**config.mk**
```make
export PLATFORM = sky130hd
export DESIGN_NAME = uart_tx_arbiter
export DESIGN_NICKNAME = d
export VERILOG_FILES = /design/src/rtl/uart_arb_pkg.sv /design/src/rtl/rr_picker.sv /design/src/rtl/uart_tx_arbiter.sv
export SDC_FILE = /design/constraint.sdc
export NUM_CORES = 1
export LEC_CHECK = 0
export ABC_CLOCK_PERIOD_IN_PS = 4930
export BUFFER_PORTS_ARGS = -buffer_cell sky130_fd_sc_hd__buf_4
export CORE_AREA = 2 2 54 56
export CTS_CLUSTER_SIZE = 20
export DETAILED_ROUTE_END_ITERATION = 6
export DIE_AREA = 0 0 56 58
export PLACE_DENSITY = 0.82
export SYNTH_ARGS = -nofsm -noshare
export SYNTH_HDL_FRONTEND = slang
export SYNTH_HIERARCHICAL = 1
export SYNTH_SLANG_ARGS = --single-unit
```
**constraint.sdc**
```tcl
create_clock -name clock -period 4.93 [get_ports clock]
set_input_delay 0.986 -clock clock [delete_from_list [all_inputs] [get_ports clock]]
set_output_delay 0.986 -clock clock [all_outputs]
set_load 0.03 [all_outputs]
```
**src/rtl/uart_arb_pkg.sv**
```systemverilog
// Shared types and constants for the UART TX arbiter.
// Optional idle-owner timeout is enabled with the UART_ARB_TIMEOUT_EN macro.
package uart_arb_pkg;

  localparam int ARB_MAX_REQ = 16;
  localparam int ARB_MAX_IDXW = $clog2(ARB_MAX_REQ);

  typedef enum logic [1:0] {
    IDLE = 2'd0,
    LOAD = 2'd1,
    WAIT = 2'd2
  } arb_state_t;

  // Index of the set bit in a one-hot vector; an all-zero vector maps to 0.
  function automatic logic [ARB_MAX_IDXW-1:0] oneHotToIdx(input logic [ARB_MAX_REQ-1:0] vec);
    logic [ARB_MAX_IDXW-1:0] idx;
    idx = '0;
    for (int i = 0; i < ARB_MAX_REQ; i++) begin
      if (vec[i]) idx = ARB_MAX_IDXW'(i);
    end
    return idx;
  endfunction

endpackage

```
**src/rtl/rr_picker.sv**
```systemverilog
// Combinational round-robin picker: scans upward from the slot after the
// previous owner, wrapping modulo NUM_REQ, and returns a one-hot winner.
module rr_picker import uart_arb_pkg::*; #(
  parameter int NUM_REQ = 3,
  parameter int IDXW    = $clog2(NUM_REQ)
) (
  input  logic [NUM_REQ-1:0] reqVec,
  input  logic [IDXW-1:0]    lastOwner,
  output logic [NUM_REQ-1:0] winner,
  output logic               anyReq
);

  // Walk the candidates in priority order; the first pending one wins.
  // The wrap is a conditional subtract so non-power-of-two counts stay correct.
  always_comb begin
    int   idx;
    logic found;
    winner = '0;
    anyReq = |reqVec;
    found  = 1'b0;
    idx    = 0;
    for (int k = 1; k <= NUM_REQ; k++) begin
      idx = int'(lastOwner) + k;
      if (idx >= NUM_REQ) idx = idx - NUM_REQ;
      if (!found && reqVec[idx[IDXW-1:0]]) begin
        winner[idx[IDXW-1:0]] = 1'b1;
        found                 = 1'b1;
      end
    end
  end

endmodule

```
**src/rtl/uart_tx_arbiter.sv**
```systemverilog
// Packet-level round-robin arbiter sharing one UART transmitter.
// Define UART_ARB_TIMEOUT_EN to abandon owners that stall in LOAD.
module uart_tx_arbiter import uart_arb_pkg::*; #(
  parameter int NUM_REQ        = 3,
  parameter int TIMEOUT_CYCLES = 250_000
) (
  input  logic                 clock,
  input  logic                 reset_n,
  input  logic [NUM_REQ-1:0]   req_valid,
  input  logic [NUM_REQ*8-1:0] req_data,
  input  logic [NUM_REQ-1:0]   req_last,
  output logic [NUM_REQ-1:0]   req_ready,
  output logic [NUM_REQ-1:0]   grant,
  output logic [7:0]           tx_data,
  output logic                 tx_send,
  input  logic                 tx_busy,
  input  logic                 tx_done,
  output logic                 abort
);

  localparam int IDXW = $clog2(NUM_REQ);

  if (NUM_REQ < 2 || NUM_REQ > ARB_MAX_REQ) begin : gBadNumReq
    $error("uart_tx_arbiter: NUM_REQ must be within 2..16");
  end
  if (TIMEOUT_CYCLES < 2) begin : gBadTimeout
    $error("uart_tx_arbiter: TIMEOUT_CYCLES must be at least 2");
  end

  arb_state_t         state_q, state_d;
  logic [IDXW-1:0]    ownerIdx_q, ownerIdx_d;
  logic [IDXW-1:0]    lastOwner_q, lastOwner_d;
  logic [NUM_REQ-1:0] grant_q, grant_d;
  logic [7:0]         txData_q, txData_d;
  logic               txSend_q, txSend_d;
  logic               lastFlag_q, lastFlag_d;

  logic [NUM_REQ-1:0] pickOneHot;
  logic               pickAny;
  logic [IDXW-1:0]    pickIdx;
  logic [NUM_REQ-1:0] ownerOneHot;
  logic               ownerValid;
  logic               ownerLast;
  logic [7:0]         ownerData;
  logic               accept;
  logic               timeoutHit;

  rr_picker #(
    .NUM_REQ (NUM_REQ),
    .IDXW    (IDXW)
  ) uPicker (
    .reqVec    (req_valid),
    .lastOwner (lastOwner_q),
    .winner    (pickOneHot),
    .anyReq    (pickAny)
  );

  assign pickIdx = IDXW'(oneHotToIdx(ARB_MAX_REQ'(pickOneHot)));

  // Select the current owner's request lines out of the flattened buses.
  always_comb begin
    ownerOneHot = '0;
    ownerValid  = 1'b0;
    ownerLast   = 1'b0;
    ownerData   = 8'h00;
    for (int i = 0; i < NUM_REQ; i++) begin
      if (ownerIdx_q == IDXW'(i)) begin
        ownerOneHot[i] = 1'b1;
        ownerValid     = req_valid[i];
        ownerLast      = req_last[i];
        ownerData      = req_data[8*i +: 8];
      end
    end
  end

  // A byte is taken only from the owner, only in LOAD, and only when the UART is free.
  assign accept    = (state_q == LOAD) && ownerValid && !tx_busy;
  assign req_ready = accept ? ownerOneHot : '0;

`ifdef UART_ARB_TIMEOUT_EN
  localparam int TW = $clog2(TIMEOUT_CYCLES + 1);

  logic [TW-1:0] toCnt_q, toCnt_d;
  logic          abort_q;

  assign timeoutHit = (state_q == LOAD) && !ownerValid &&
                      (toCnt_q == TW'(TIMEOUT_CYCLES - 1));

  // Count idle LOAD cycles; any accept, timeout or exit from LOAD restarts it.
  always_comb begin
    toCnt_d = toCnt_q;
    if (state_q != LOAD || accept || timeoutHit) begin
      toCnt_d = '0;
    end else if (!ownerValid) begin
      toCnt_d = toCnt_q + TW'(1);
    end
  end

  // Timeout counter and the registered abort pulse.
  always_ff @(posedge clock or negedge reset_n) begin
    if (!reset_n) begin
      toCnt_q <= '0;
      abort_q <= 1'b0;
    end else begin
      toCnt_q <= toCnt_d;
      abort_q <= timeoutHit;
    end
  end

  assign abort = abort_q;
`else
  assign timeoutHit = 1'b0;
  assign abort      = 1'b0;
`endif

  // Next-state logic: pick an owner, feed its bytes one frame at a time,
  // and release the grant once the last byte's frame has finished.
  always_comb begin
    state_d     = state_q;
    ownerIdx_d  = ownerIdx_q;
    lastOwner_d = lastOwner_q;
    grant_d     = grant_q;
    txData_d    = txData_q;
    txSend_d    = 1'b0;
    lastFlag_d  = lastFlag_q;
    case (state_q)
      IDLE: begin
        grant_d = '0;
        if (pickAny) begin
          ownerIdx_d = pickIdx;
          grant_d    = pickOneHot;
          state_d    = LOAD;
        end
      end
      LOAD: begin
        if (accept) begin
          txData_d   = ownerData;
          txSend_d   = 1'b1;
          lastFlag_d = ownerLast;
          state_d    = WAIT;
        end else if (timeoutHit) begin
          grant_d     = '0;
          lastOwner_d = ownerIdx_q;
          state_d     = IDLE;
        end
      end
      WAIT: begin
        if (tx_done) begin
          if (lastFlag_q) begin
            grant_d     = '0;
            lastOwner_d = ownerIdx_q;
            state_d     = IDLE;
          end else begin
            state_d = LOAD;
          end
        end
      end
      default: begin
        grant_d = '0;
        state_d = IDLE;
      end
    endcase
  end

  // State and datapath registers; the last-owner reset value gives requester 0 first turn.
  always_ff @(posedge clock or negedge reset_n) begin
    if (!reset_n) begin
      state_q     <= IDLE;
      ownerIdx_q  <= '0;
      lastOwner_q <= IDXW'(NUM_REQ - 1);
      grant_q     <= '0;
      txData_q    <= 8'h00;
      txSend_q    <= 1'b0;
      lastFlag_q  <= 1'b0;
    end else begin
      state_q     <= state_d;
      ownerIdx_q  <= ownerIdx_d;
      lastOwner_q <= lastOwner_d;
      grant_q     <= grant_d;
      txData_q    <= txData_d;
      txSend_q    <= txSend_d;
      lastFlag_q  <= lastFlag_d;
    end
  end

  assign grant   = grant_q;
  assign tx_data = txData_q;
  assign tx_send = txSend_q;

endmodule

```
==> results.py <==
metrics = {
    "grt": {
        "grt_max_degree": 20,
        "antenna_found_initial": 0,
        "gr-total-overflow": 0,
        "grt_util_all_layers_pct": 18.8,
        "grt_pass1_vias": 1123,
        "grt_pass1_wl_um": 4890,
    },
    "drt": {
        "antenna_left": 0,
        "firstDrtPassIters": 4,
        "viasPerCell": 5.39,
        "routedWlPerCell_um": 14.3,
        "drtIter0Drc": 40,
        "via_count": 1099,
        "route.detailed.drc": 0,
        "wirelength_um": 2910,
    },
    "finish": {
        "drive_gt1_share_pct": 42.8,
        "area_growth_pct": 27.5,
        "layout_common_cells": "buf_4 (48), dfrtp_1 (18), o21ai_0 (14), nand2_1 (10), mux2i_1 (10)",
        "n_fill_cell": 213,
        "multiInputGateArea_um2": 797,
        "final_common_cell": "buf_4",
        "diodes": 0,
        "final_nets": 214,
        "regArea_um2": 477,
        "final_util_pct": 64.6,
    },
    "logic_synthesis": {
        "synthXorXnorAreaFrac_pct": 0,
        "syn_area_um2": 1350,
        "synth-simple-area-share_pct": 17.3,
        "seq_area_frac_synth_pct": 35.3,
        "synth_fa_ha_area_share_pct": 5.57,
        "synth.distinct_cells": 41,
        "synthArstFlopShare_pct": 100,
        "synth_ff_type": "dfrtp_1",
        "yosysTopAreaCellShare_pct": 33.4,
        "synth_compound_area_share_pct": 14.6,
        "yosysWarnings": 6,
        "netlist_top_cells_area": "dfrtp_1 (33%), mux2_4 (8.9%), mux2i_1 (7.4%)",
        "synth_edf_count": 0,
        "syn-num-nets": 168,
        "avgSynthCellArea_um2": 10.5,
        "synth_cells": 128,
        "yosysTopAreaCell": "dfrtp_1",
        "synth_top_family_by_area": "multiplexers",
        "synth-seq-cells": 19,
        "synth.mux.area_fraction_pct": 21.3,
    },
    "clock_network": {
        "cts_buffer_depth": 2,
        "cts.sinks": 19,
        "post_cts_buffers": 0,
        "cts_root_buffer": "clkbuf_4",
        "cts_tree": "done",
        "clk_pin_slew_ns": 0.11,
        "numCtsBuffers": 3,
        "cts_hold_buf": 0,
        "cts_max_level": 1,
        "cts_resized": 0,
        "clock_latency_ns": 0.29,
    },
    "power": {
        "power.density_nw_per_um2": 552,
        "leakage_uw": 0.000793,
        "peakVddDrop_v": 0.000384,
    },
    "floorplanning": {
        "dieWidth_um": 56,
        "die_area_um2": 3250,
        "rows": 19,
        "die_h_um": 58,
        "io_pins": 50,
        "coreArea_um2": 2660,
        "start_util_pct": 50.7,
    },
    "placed_design": {
        "gp_congestion": 0.944,
        "numPortBuffers": 48,
        "hpwl_um": 2260,
    },
    "worst_setup_path": {
        "cp_data_required_time_ns": 3.94,
        "cp_max_fo": 16,
        "endpoint": "req_ready[2]",
        "ff2ff_path_depth": 8,
        "worst_setup_path_end_kind": "output port",
        "r2r_end": "ownerIdx_q[0]",
        "reg2reg_slack_ns": 2.63,
        "path_class": "reg -> out",
        "startpoint_type": "flip-flop",
        "crit_start": "ownerIdx_q[0]",
        "cp.arrival_ns": 2.07,
        "r2r_start": "lastOwner_q[0]",
    },
    "timing": {
        "slew_viol_final": 0,
        "skew_ns": 0.00870,
        "worst_slew_pin_slew_ns": 0.761,
        "rsz0062_at_grt": "false",
        "tns_ns": 0,
        "slew_headroom_pct": 49.2,
        "max_freq_mhz": 327,
        "setup_viol": 0,
        "hold_violations": 0,
        "min_period_ns": 3.05,
        "final.period_utilization_pct": 61.9,
    },
    "run_status": {
        "status": "completed",
    },
    "run": {
        "cap_viol_max_count": 0,
    },
    "hold_path": {
        "min_path_type": "reg -> reg",
    },
}
worst max-delay path: stages, from the launching register on:
cell	delay, ns
dfrtp_1	0.66
nor2b_1	0.71
and2_1	0.24
buf_4	0.16
logic make-up after synthesis:
group,Yosys count
DFF,19
buffers and inverters,12
adders and majority gates,6
and+or+nand+nor,36
muxes,24
other,1
AOI/OAI and AO/OA,30
layer usage:
layer | wire, µm | vias up | global-route usage (%) | share of wire (%)
met5 | 0 | - | 0 | 0
met4 | 18 | 0 | 6.12 | 0.62
met3 | 128 | 2 | 2.90 | 4.4
met2 | 1550 | 34 | 34.5 | 53
met1 | 1210 | 524 | 22.8 | 42
li1 | - | 539 | - | -
state kept, by name (all words and copies together) (netlist names):
name,flops
state_q,2
lastOwner_q,2
lastFlag_q,1
tx_send,1
tx_data,8
ownerIdx_q,2
grant,3
Yosys cell counts (2+ instances only):
| cell type | n |
|---|---|
| nand2_1 | 10 |
| nor2_1 | 3 |
| ha_1 | 6 |
| mux2i_1 | 10 |
| a21oi_1 | 4 |
| mux2_4 | 8 |
| nand2b_1 | 5 |
| inv_1 | 5 |
| o21ai_0 | 14 |
| clkbuf_1 | 2 |
| o31ai_1 | 2 |
| nor3b_1 | 2 |
| nor2b_1 | 2 |
| and2_1 | 2 |
| buf_2 | 2 |
| mux2_2 | 6 |
| dfrtp_1 | 18 |
| a22o_1 | 4 |
final cells by class:
| cell class | count | share of cell area, % |
|---|---|---|
| multi-input combinational | 97 | 46.4 |
| tap | 31 | 2.26 |
| inverter | 5 | 1.09 |
| sequential | 19 | 27.7 |
| clock buffer | 3 | 1.31 |
| clock inverter | 1 | 0.291 |
| timing repair buffer | 48 | 21.0 |
metrics by stage:
step	hold WS, ns	area [µm²]	instances	setup slack (ns)	power [µW]
floorplan	0.496	1350	128	1.81	724
global placement	0.494	1690	200	2.22	855
detailed placement	0.490	1690	200	2.18	877
CTS	0.521	1720	204	1.86	955
global route	0.532	1720	204	1.73	1020
finish	0.520	1720	204	1.88	948
report_power, final:
group / internal, µW / leakage (µW) / switching [µW] / total (µW)
clock: 30.1 / 0.0000177 / 46.4 / 76.5
combinational: 273 / 0.000539 / 293 / 567
sequential: 228 / 0.000237 / 77.4 / 305
worst min-delay path by stage:
stage / from / cells after the start / endpoint / slack (ns)
global route: reset_n / 1 / lastOwner_q[0] / 0.53
global placement: grant[1] / 1 / grant[1] / 0.49
CTS: grant[1] / 1 / grant[1] / 0.52
floorplan: lastFlag_q / 1 / lastFlag_q / 0.50
detailed placement: grant[1] / 1 / grant[1] / 0.49
finish: grant[2] / 1 / grant[2] / 0.52
No activity file was read; power rests on OpenSTA's default activity.
